===== src/rtl/link_arbiter.sv =====
// rtl/link_arbiter.sv - round-robin link arbiter with per-tenure beat limit
module link_arbiter #(
  parameter int N_REQ     = 4,
  parameter int DATA_W    = 8,
  parameter int MAX_BEATS = 4
) (
  input  logic                      clk,
  input  logic                      rst,
  input  logic [N_REQ-1:0]          req,
  input  logic [N_REQ-1:0]          req_last,
  input  logic [N_REQ*DATA_W-1:0]   req_data,
  input  logic                      link_ready,
  output logic [N_REQ-1:0]          gnt,
  output logic                      link_valid,
  output logic [DATA_W-1:0]         link_data,
  output logic                      link_last,
  output logic                      cut,
  output logic [15:0]               xfer_cnt
);

  localparam int IDX_W = (N_REQ > 1) ? $clog2(N_REQ) : 1;

  localparam logic [0:0] ST_IDLE = 1'b0;
  localparam logic [0:0] ST_XFER = 1'b1;

  localparam logic [3:0]       LAST_BEAT = 4'(MAX_BEATS - 1);
  localparam logic [IDX_W-1:0] LAST_IDX  = IDX_W'(N_REQ - 1);

  logic [0:0]        state_q, state_d;
  logic [IDX_W-1:0]  owner_q, owner_d;
  logic [IDX_W-1:0]  ptr_q, ptr_d;
  logic [3:0]        beat_q, beat_d;
  logic [N_REQ-1:0]  gnt_q, gnt_d;
  logic              cut_q, cut_d;
  logic [15:0]       xfer_cnt_q, xfer_cnt_d;

  logic              owner_req;
  logic              owner_last;
  logic [DATA_W-1:0] owner_data;
  logic              pick_found;
  logic [IDX_W-1:0]  pick_idx;
  logic              in_xfer;
  logic              accept;
  logic [IDX_W-1:0]  ptr_after_owner;

  function automatic logic [IDX_W-1:0] wrap_add(input logic [IDX_W-1:0] base, input int off);
    int s;
    s = int'(base) + off;
    if (s >= N_REQ) s = s - N_REQ;
    return IDX_W'(s);
  endfunction

  always_comb begin
    owner_req  = 1'b0;
    owner_last = 1'b0;
    owner_data = '0;
    for (int i = 0; i < N_REQ; i++) begin
      if (owner_q == IDX_W'(i)) begin
        owner_req  = req[i];
        owner_last = req_last[i];
        owner_data = req_data[i*DATA_W +: DATA_W];
      end
    end
  end

  // Scan from the highest offset down so the candidate closest to ptr wins.
  always_comb begin
    pick_found = 1'b0;
    pick_idx   = '0;
    for (int k = N_REQ - 1; k >= 0; k--) begin
      if (req[wrap_add(ptr_q, k)]) begin
        pick_found = 1'b1;
        pick_idx   = wrap_add(ptr_q, k);
      end
    end
  end

  assign in_xfer         = (state_q == ST_XFER);
  assign link_valid      = in_xfer & owner_req;
  assign link_data       = in_xfer ? owner_data : '0;
  assign link_last       = in_xfer & (owner_last | (beat_q == LAST_BEAT));
  assign accept          = link_valid & link_ready;
  assign ptr_after_owner = (owner_q == LAST_IDX) ? '0 : owner_q + 1'b1;

  always_comb begin
    state_d    = state_q;
    owner_d    = owner_q;
    ptr_d      = ptr_q;
    beat_d     = beat_q;
    gnt_d      = gnt_q;
    cut_d      = 1'b0;
    xfer_cnt_d = xfer_cnt_q;
    case (state_q)
      ST_IDLE: begin
        gnt_d = '0;
        if (pick_found) begin
          state_d = ST_XFER;
          owner_d = pick_idx;
          gnt_d   = N_REQ'(1) << pick_idx;
        end
      end
      ST_XFER: begin
        if (!owner_req || (accept && link_last)) begin
          state_d = ST_IDLE;
          gnt_d   = '0;
          ptr_d   = ptr_after_owner;
          beat_d  = '0;
          // Abort (owner dropped req) neither counts nor cuts.
          if (owner_req) begin
            cut_d = ~owner_last;
            if (xfer_cnt_q != 16'hFFFF) xfer_cnt_d = xfer_cnt_q + 16'd1;
          end
        end else if (accept) begin
          beat_d = beat_q + 4'd1;
        end
      end
      default: begin
        state_d = ST_IDLE;
        gnt_d   = '0;
      end
    endcase
  end

  always_ff @(posedge clk or posedge rst) begin
    if (rst) begin
      state_q    <= ST_IDLE;
      owner_q    <= '0;
      ptr_q      <= '0;
      beat_q     <= '0;
      gnt_q      <= '0;
      cut_q      <= 1'b0;
      xfer_cnt_q <= '0;
    end else begin
      state_q    <= state_d;
      owner_q    <= owner_d;
      ptr_q      <= ptr_d;
      beat_q     <= beat_d;
      gnt_q      <= gnt_d;
      cut_q      <= cut_d;
      xfer_cnt_q <= xfer_cnt_d;
    end
  end

  assign gnt      = gnt_q;
  assign cut      = cut_q;
  assign xfer_cnt = xfer_cnt_q;

endmodule


===== config.mk =====
export PLATFORM = sky130hd
export DESIGN_NAME = link_arbiter
export DESIGN_NICKNAME = d
export VERILOG_FILES = /design/src/rtl/link_arbiter.sv
export SDC_FILE = /design/constraint.sdc
export NUM_CORES = 1
export LEC_CHECK = 0
export CORE_MARGIN = 2
export CORE_UTILIZATION = 44
export DETAILED_ROUTE_END_ITERATION = 10
export GPL_ROUTABILITY_DRIVEN = 0
export PLACE_DENSITY = 0.8
export SKIP_CTS_REPAIR_TIMING = 1
export SYNTH_ARGS = -nofsm -noshare
export SYNTH_HDL_FRONTEND = slang
export SYNTH_SLANG_ARGS = --single-unit

===== constraint.sdc =====
create_clock -name clk -period 3 [get_ports clk]
set_clock_uncertainty 0.05 [all_clocks]
set_input_delay 0.3 -clock clk [delete_from_list [all_inputs] [get_ports clk]]
set_output_delay 0.3 -clock clk [all_outputs]
set_load 0.01 [all_outputs]

* After elaboration in Yosys (flattened, before gate mapping)
Cells that the tools add are included.
Word-level totals: bits in registers 30, latch bits 0, memory bits (writable) 0, ROM bits 0, word-level logic and storage cells 92, memories kept 0
Operators by class: $add $sub $neg 10, multiply operators 0, divide/modulo/power cells 0, order comparisons 8, equal/unequal tests 6, shift operators 1, mux-type cells 45, bitwise logic cells 6, reductions and logical operators 9
Operators with widths (count):
- 8-bit 2-to-1 mux | 5
- 1-bit 2-to-1 mux | 21
- 2-bit 2-to-1 mux | 9
- 16-bit by 1-bit adder with 16-bit output, second input constant | 1
- 4-bit 2-to-1 mux | 4
- 16-bit != test, second input constant | 1
- 2-bit by 3-bit less-than comparator with 1-bit output, second input constant | 4
- 3-bit greater-or-equal comparator, second input constant | 3
- 1-bit binary-select mux with 2-bit select | 4
- 4-bit one-hot mux with 2 select lines | 1
- 2-bit by 1-bit subtractor with 2-bit output, second input constant | 4
- 2-bit by 2-bit adder with 3-bit output, second input constant | 2
- 2-bit AND reduction | 3
- 4-bit by 1-bit adder with 4-bit output, second input constant | 1
- 2-bit equality test, second input constant | 2
- 4-bit by 2-bit equality test with 1-bit output, second input constant | 1
- 4-bit AND reduction | 1
- 1-bit by 2-bit left shift with 4-bit output, first input constant | 1
- 2-bit by 1-bit adder with 3-bit output, second input constant | 1
- 1-bit AND | 3
- 2-bit by 3-bit greater-or-equal comparator with 1-bit output, second input constant | 1
- 2-bit by 1-bit adder with 2-bit output, second input constant | 1
- 2-bit by 1-bit equality test with 1-bit output, second input constant | 1
- 2-bit zero test | 1
- 8 further kinds | 9

* Longest topological paths before layout
depth after elaboration 12, depth in mapped cells 9, mapped depth without buffers 7

* Worst setup path before layout
No wires, ideal clock.
path kind reg2reg, from register owner_q[0], to register xfer_cnt_q[1], in the netlist xfer_cnt[1], setup time 0.125 ns, arrival 2.021 ns, data required time 2.825 ns, setup slack 0.804 ns, stages on the path, launching flop included 8, path buffers 1, period minus slack after synthesis 2.196 ns, cell sequence dfrtp_1 -> ha_1 -> buf_2 -> nand3b_4 -> a2111oi_4 -> o311a_2 -> nand2_1 -> mux2_4
On the way: word-level cells in the longest chain between the ends 10
RTL lines:
- from (decl) | RTL line 30 | logic [IDX_W-1:0] owner_q, owner_d;
- from (signal assigned) | RTL line 135 | owner_q <= owner_d;
- 2-bit zero test | RTL line 58 | if (owner_q == IDX_W'(i)) begin
- 1-bit 2-to-1 mux (3 in a row) | RTL line 58
- 1-bit 2-to-1 mux * | RTL line 58
- 1-bit AND * | RTL line 79 | assign link_valid = in_xfer & owner_req;
- net link_valid | RTL line 14 | output logic link_valid,
- 1-bit AND * | RTL line 82 | assign accept = link_valid & link_ready;
- 1-bit logical AND * | RTL line 103 | if (!owner_req || (accept && link_last)) begin
- 1-bit logical OR * | RTL line 103
- 4-bit AND reduction (no source line) *
- to (signal assigned) | RTL line 140 | xfer_cnt_q <= xfer_cnt_d;
- to (decl) | RTL line 35 | logic [15:0] xfer_cnt_q, xfer_cnt_d;
Mark *: on every way through the listed nets, which the timed path passes. The rest lies on a longest branch. A chain may end at the register's enable or synchronous reset.

* Worst setup path in the final report
from register owner_q[0], to output port link_valid
On the way: word-level cells in the longest chain between the ends 6
RTL lines (RTL line):
- 2-bit zero test | 58
- 1-bit 2-to-1 mux (3 in a row) | 58
- 1-bit 2-to-1 mux * | 58
- 1-bit AND * | 79
- to (decl) | 14
Mark *: on every way between the ends. The rest lies on a longest branch, timed or not.

==> results.json <==
{
  "crit_type": "reg2out",
  "placed_cells": 324,
  "p_per_area_mw_per_mm2": 817,
  "period_needed_ns": 2.74,
  "r2r_setup_slack_ns": 0.41,
  "max_freq_ghz": 0.365,
  "clk_latency_ns": 0.28,
  "hold_violations": 0,
  "reg2reg_depth": 7,
  "path_delay_family": "buffers and inverters",
  "wl_met1_um": 2180,
  "wl_met3_um": 373,
  "grt_max_degree": 31,
  "worst_pin_slew_ns": 0.582,
  "fin_area_mm2": 0.00283,
  "dp_hpwl_um": 3650,
  "cp_max_fo": 20,
  "cts_tree": "done",
  "dpl-instance-area_mm2": 0.00271,
  "cts_htree_levels": 2,
  "leakagePower_nw": 1.18,
  "hold_path.class": "in2async",
  "finalMaxSlewViolations": 0,
  "cpPeakStageDelay_ns": 0.61,
  "overflow": 0,
  "clock_tree.root_cell": "clkbuf_8",
  "port_buffers": 73,
  "slew_headroom_pct": 61.1,
  "synth.top_cells.by_area": "dfrtp_1, xnor2_1, ha_1",
  "crit_buf_inv": 2,
  "grt_usage_pct": 20.6,
  "fp.dieH_um": 70.7,
  "wl_per_cell_um": 14.6,
  "drt-initial-drc-count": 52,
  "ys_types": 45,
  "totalWireLength_um": 4860,
  "worst_slack_ns": 0.259,
  "r2r-start": "owner_q[0]",
  "core-area_mm2": 0.00432,
  "clk_pin_slew_ns": 0.07,
  "layout.nets": 328,
  "cts_buffers": 5,
  "chipWidth_um": 70.7,
  "io_pins": 74,
  "syn_avg_cell_area_um2": 9.36,
  "required_ns": 2.65,
  "antenna_cells": 0,
  "numClockSinks": 30,
  "slowest_stage": "clkdlybuf4s50_1",
  "dr_total_vias": 1831,
  "synth_fp_nets": 258,
  "worst_ep_arrival_time_ns": 2.39,
  "met2_length_um": 2250,
  "timing.hold.ws_ns": 0.338,
  "rr_endpoint": "xfer_cnt[1]",
  "max_cap_violations": 0,
  "ant_nets": 0,
  "seq_area_frac_synth_pct": 38.4,
  "syn_area_mm2": 0.00196,
  "ir_drop_uv": 629,
  "drc": 0,
  "rsz0062_at_grt": "no",
  "setup_tns_ns": 0,
  "start_util_pct": 45.2,
  "grt_pass1_wl_um": 8260,
  "worstPathCellList": "inv_1, ha_2, a211oi_1, a2111oi_4, clkdlybuf4s50_1",
  "outcome": "complete, no violations",
  "yosysTopAreaCellShare_pct": 38.4,
  "cp-end-kind": "output pin",
  "finalCritPeriodShare_pct": 91.4,
  "setup_viol": 0,
  "ys_seq_elements": 30,
  "antenna_found_initial": 0,
  "fin_cells": 332,
  "grt_pass1_vias": 1786,
  "ys_warn_count": 0,
  "crit_path_start_kind": "flop",
  "vias_per_cell": 5.52,
  "dp_slack_ns": 0.274,
  "syn_to_final_growth_pct": 44.6,
  "top_layer": "met4",
  "num_rows": 24,
  "clock_path_buffers": 2,
  "die-area_mm2": 0.00499,
  "postSynthCellCount": 209,
  "firstDrtPassIters": 4,
  "drive_gt1_share_pct": 9.64,
  "synth_top_area_cell": "dfrtp_1"
}
==> worst max-delay path by stage <==
stage / slack (ns) / from / endpoint / cells after the start
final: 0.26 / owner_q[0] / link_valid / 5
after CTS: 0.06 / owner_q[1] / link_data[0] / 8
after detailed placement: 0.27 / owner_q[0] / xfer_cnt[1] / 7
after global routing: 0.08 / owner_q[0] / link_data[1] / 8
after global placement: 0.31 / owner_q[0] / xfer_cnt[1] / 7
after floorplan: 0.80 / owner_q[0] / xfer_cnt[1] / 7
==> cells in the final DEF, fill, tap and decap left out, types with 3 or more instances in the layout <==
master and instances:
nor2b_1 9, clkbuf_8 5, a221oi_1 8, nand3_1 9, dfrtp_1 30, a21oi_1 14
clkdlybuf4s50_1 73, nor2_1 13, nand2_1 13, nor3_1 10, inv_1 6, and3_1 7
o21ai_0 5, nand4_1 10, nor3b_1 4, xnor2_1 15, ha_1 4, buf_4 3
==> layout make-up <==
type | count | area (µm²)
well taps | 52 | 65.1
clock buffers | 5 | 68.8
multi-input cells | 160 | 1130
fillers | 392 | 1500
clock inverters | 3 | 40.0
inverters | 6 | 22.5
repair buffers | 76 | 753
flip-flops and latches | 30 | 751
==> state kept, by name (all words and copies together), names as in the netlist <==
name	count
beat_q	4
gnt	4
owner_q	2
cut	1
ptr_q	2
in_xfer	1
xfer_cnt	16
==> stage by stage <==
stage	total power (W)	util, %
finish	0.00231	65.4
global route	0.00250	65.4
CTS	0.00231	65.1
detailed placement	0.00191	62.6
global placement	0.00187	62.6
floorplan	0.00143	-
==> power breakdown <==
part | internal (W) | switching (W)
clock network | 0.000244 | 0.000149
registers | 0.000498 | 0.0000923
logic | 0.000679 | 0.000649
==> synth_stat cells (all sizes together) <==
library cell  instances
a2111oi               2
a211o                 2
a211oi                1
a21o                  2
a21oi                14
a221oi                9
a22o                  2
and2                  3
and2b                 2
and3                  7
and4                  2
buf                   6
clkbuf                7
dfrtp                30
ha                    6
inv                   6
mux2                  3
mux2i                 1
nand2                13
nand2b                1
nand3                 9
nand3b                2
nand4                10
nor2                 13
nor2b                10
nor3                 10
nor3b                 4
nor4                  1
o21a                  2
o21ai                 5
o21bai                1
o22a                  1
o22ai                 1
o311a                 1
o31ai                 1
or2                   2
or3                   2
xnor2                15
==> metal layers <==
metal | vias up | track usage, %
li1 | 900 | -
met1 | 848 | 25.6
met2 | 77 | 35.1
met3 | 6 | 4.84
met4 | 0 | 7.34
met5 | - | 0
==> cells by family after synthesis <==
| group | count (synthesis) | share of synthesized area, % |
|---|---|---|
| buffers and inverters | 19 | 4.61 |
| XOR/XNOR | 15 | 6.72 |
| flip-flops | 30 | 38.4 |
| adder cells (fa/ha/maj) | 6 | 3.84 |
| multiplexers | 4 | 2.43 |
| AND/OR/NAND/NOR | 91 | 26.1 |
| AO/OA/AOI/OAI | 44 | 17.9 |
==> worst register-to-register path, stage by stage, from the launching register on <==
cell and delay [ns]:
dfrtp_1 0.42, inv_1 0.12, ha_2 0.40, a211oi_1 0.16
a2111oi_4 0.41, o311a_2 0.43, nand2_1 0.17, mux2_4 0.32
No activity file was read; power rests on OpenSTA's default activity.
==> RTL change, RTL diff (config.mk and constraints unchanged) <==
`DATA_W`: 8 -> 12.
--- a/src/rtl/link_arbiter.sv
+++ b/src/rtl/link_arbiter.sv
@@ -1,7 +1,7 @@
 // rtl/link_arbiter.sv - round-robin link arbiter with per-tenure beat limit
 module link_arbiter #(
   parameter int N_REQ     = 4,
-  parameter int DATA_W    = 8,
+  parameter int DATA_W    = 12,
   parameter int MAX_BEATS = 4
 ) (
   input  logic                      clk,
Ports: changed (resized link_data and req_data); port bits go from 74 to 94. The function was not compared with the original's and may differ.
==> RTL change against the original RTL <==
Area after synthesis increased by 14%. Largest power group unchanged. Synthesized cell count grew 11%. Wire length increased by 24%. Critical path type unchanged. Global-route usage is 1.9 points higher. Non-clock buffer count is 25 higher. Sequential cell count did not move. Cell area is 16% higher. Worst setup slack lost 0.088 ns. Total power increased by 13%. Die area up 13%.
==> RTL change: results (changes against the original RTL) <==
metric,value,unit,change
hold_path_class,in -> async,,
drive_above_1_share,12.0,%,+2.4 points
worstPathArrival,2.48,ns,+0.09 ns
grt_max_degree,31,,unchanged
cts-root-buf,clkbuf_8,,
grtUsageTotal,22.5,%,+1.9 points
hold_slack,0.337,ns,-0.000457 ns
cp_slowest_stage_delay,0.57,ns,-0.04 ns
netlist.area_leader.share,33.8,%,-4.6 points
vias_per_cell,5.36,,-2.9%
grt_pass1_vias,1987,,+11%
synth_nets,297,,+15%
top_layer,met4,,
synthTopCellsByArea,"dfrtp_1, xnor2_1, a221oi_1",,
timing.rr.start,owner_q[1],,
power_density,795,nW/um^2,-2.7%
cts_max_level,2,,unchanged
wl_met3,388,um,+4.0%
placed_area,3180,um^2,+17%
dp_cells,382,,+18%
routedWlPerCell,15.4,um,+5.4%
ir_drop,0.000544,V,-13%
rrSetupSlack,0.35,ns,-0.06 ns
fill_cells,365,,-6.9%
path_delay_family,buffers and inverters,,
grt_pass1_wl,9.65,mm,+17%
status,finished clean,,
worst-path-max-fanout,16,,-20%
port_buffers,93,,+27%
post-place-ws,0.194,ns,-0.0808 ns
layoutNonFillerInstCount,392,,+18%
rr_worst_depth,8,,+1
drt_iter0_markers,94,,+81%
power.leakage,0.00137,uW,+16%
cts.clk_slew.worst_paths,0.06,ns,
clock_latency,0.28,ns,about the same
yosysWarnings,0,,unchanged
antenna_found_initial,0,,unchanged
wl_met1,2.66,mm,+22%
yosys-top-cells-count,"dfrtp_1, a21oi_1, nor2_1",,
synth_cells,232,,+11%
yosysUniqueCellTypes,49,,+8.9%
route.met2.wl,2.92,mm,+30%
yosysSeqAreaShare,33.8,%,-4.6 points
dp_hpwl,4.58,mm,+26%
slew_headroom,50.1,%,-11 points
-- RTL change: per-layer routing --
metal  GRT usage, %  vias to the layer above
met5              0                        -
met4           7.94                        0
met3           4.28                        6
met2           36.9                       56
met1           29.8                     1011
li1               -                     1027
-- RTL change: cells by family (layout without fill, tap and decap cells) --
kind of cell	count (synthesis)	count (layout)	share of synthesized area (%)
AO/OA/AOI/OAI	52	52	19.2
XOR/XNOR	15	15	6.58
adder cells (fa/ha/maj)	6	6	3.38
buffers and inverters	22	115	5.74
flip-flops	30	30	33.8
multiplexers	4	4	2.14
AND/OR/NAND/NOR	103	103	29.2
-- RTL change: worst max path at each step --
stage               slack, ns       endpoint  cells after the start  startpoint
global route            -0.03      link_last                      8  owner_q[1]
finish                   0.17      link_last                      8  owner_q[1]
detailed placement       0.19  link_data[11]                      8  owner_q[0]
CTS                     -0.12  link_data[11]                      8  owner_q[0]
floorplan                0.83   xfer_cnt[14]                      9  owner_q[0]
global placement         0.26   link_data[1]                      8  owner_q[0]
-- RTL change: area by class of cell --
cell class / instances / area share, %
timing repair buffer: 101 / 30.1
inverter: 6 / 0.684
sequential: 30 / 22.8
tap: 67 / 2.55
clock inverter: 1 / 0.152
multi-input combinational: 180 / 41.1
clock buffer: 7 / 2.62
-- RTL change: where the power goes --
| group | leakage (uW) | internal [uW] | switching (uW) | total [uW] |
|---|---|---|---|---|
| clock network | 0.0000482 | 185 | 149 | 334 |
| logic | 0.000921 | 865 | 831 | 1700 |
| registers | 0.000401 | 498 | 90.0 | 588 |
-- RTL change: tightest hold or removal path, cell delays in order --
cell and delay [ns]:
clkdlybuf4s50_1 0.39, inv_1 0.05, buf_4 0.34
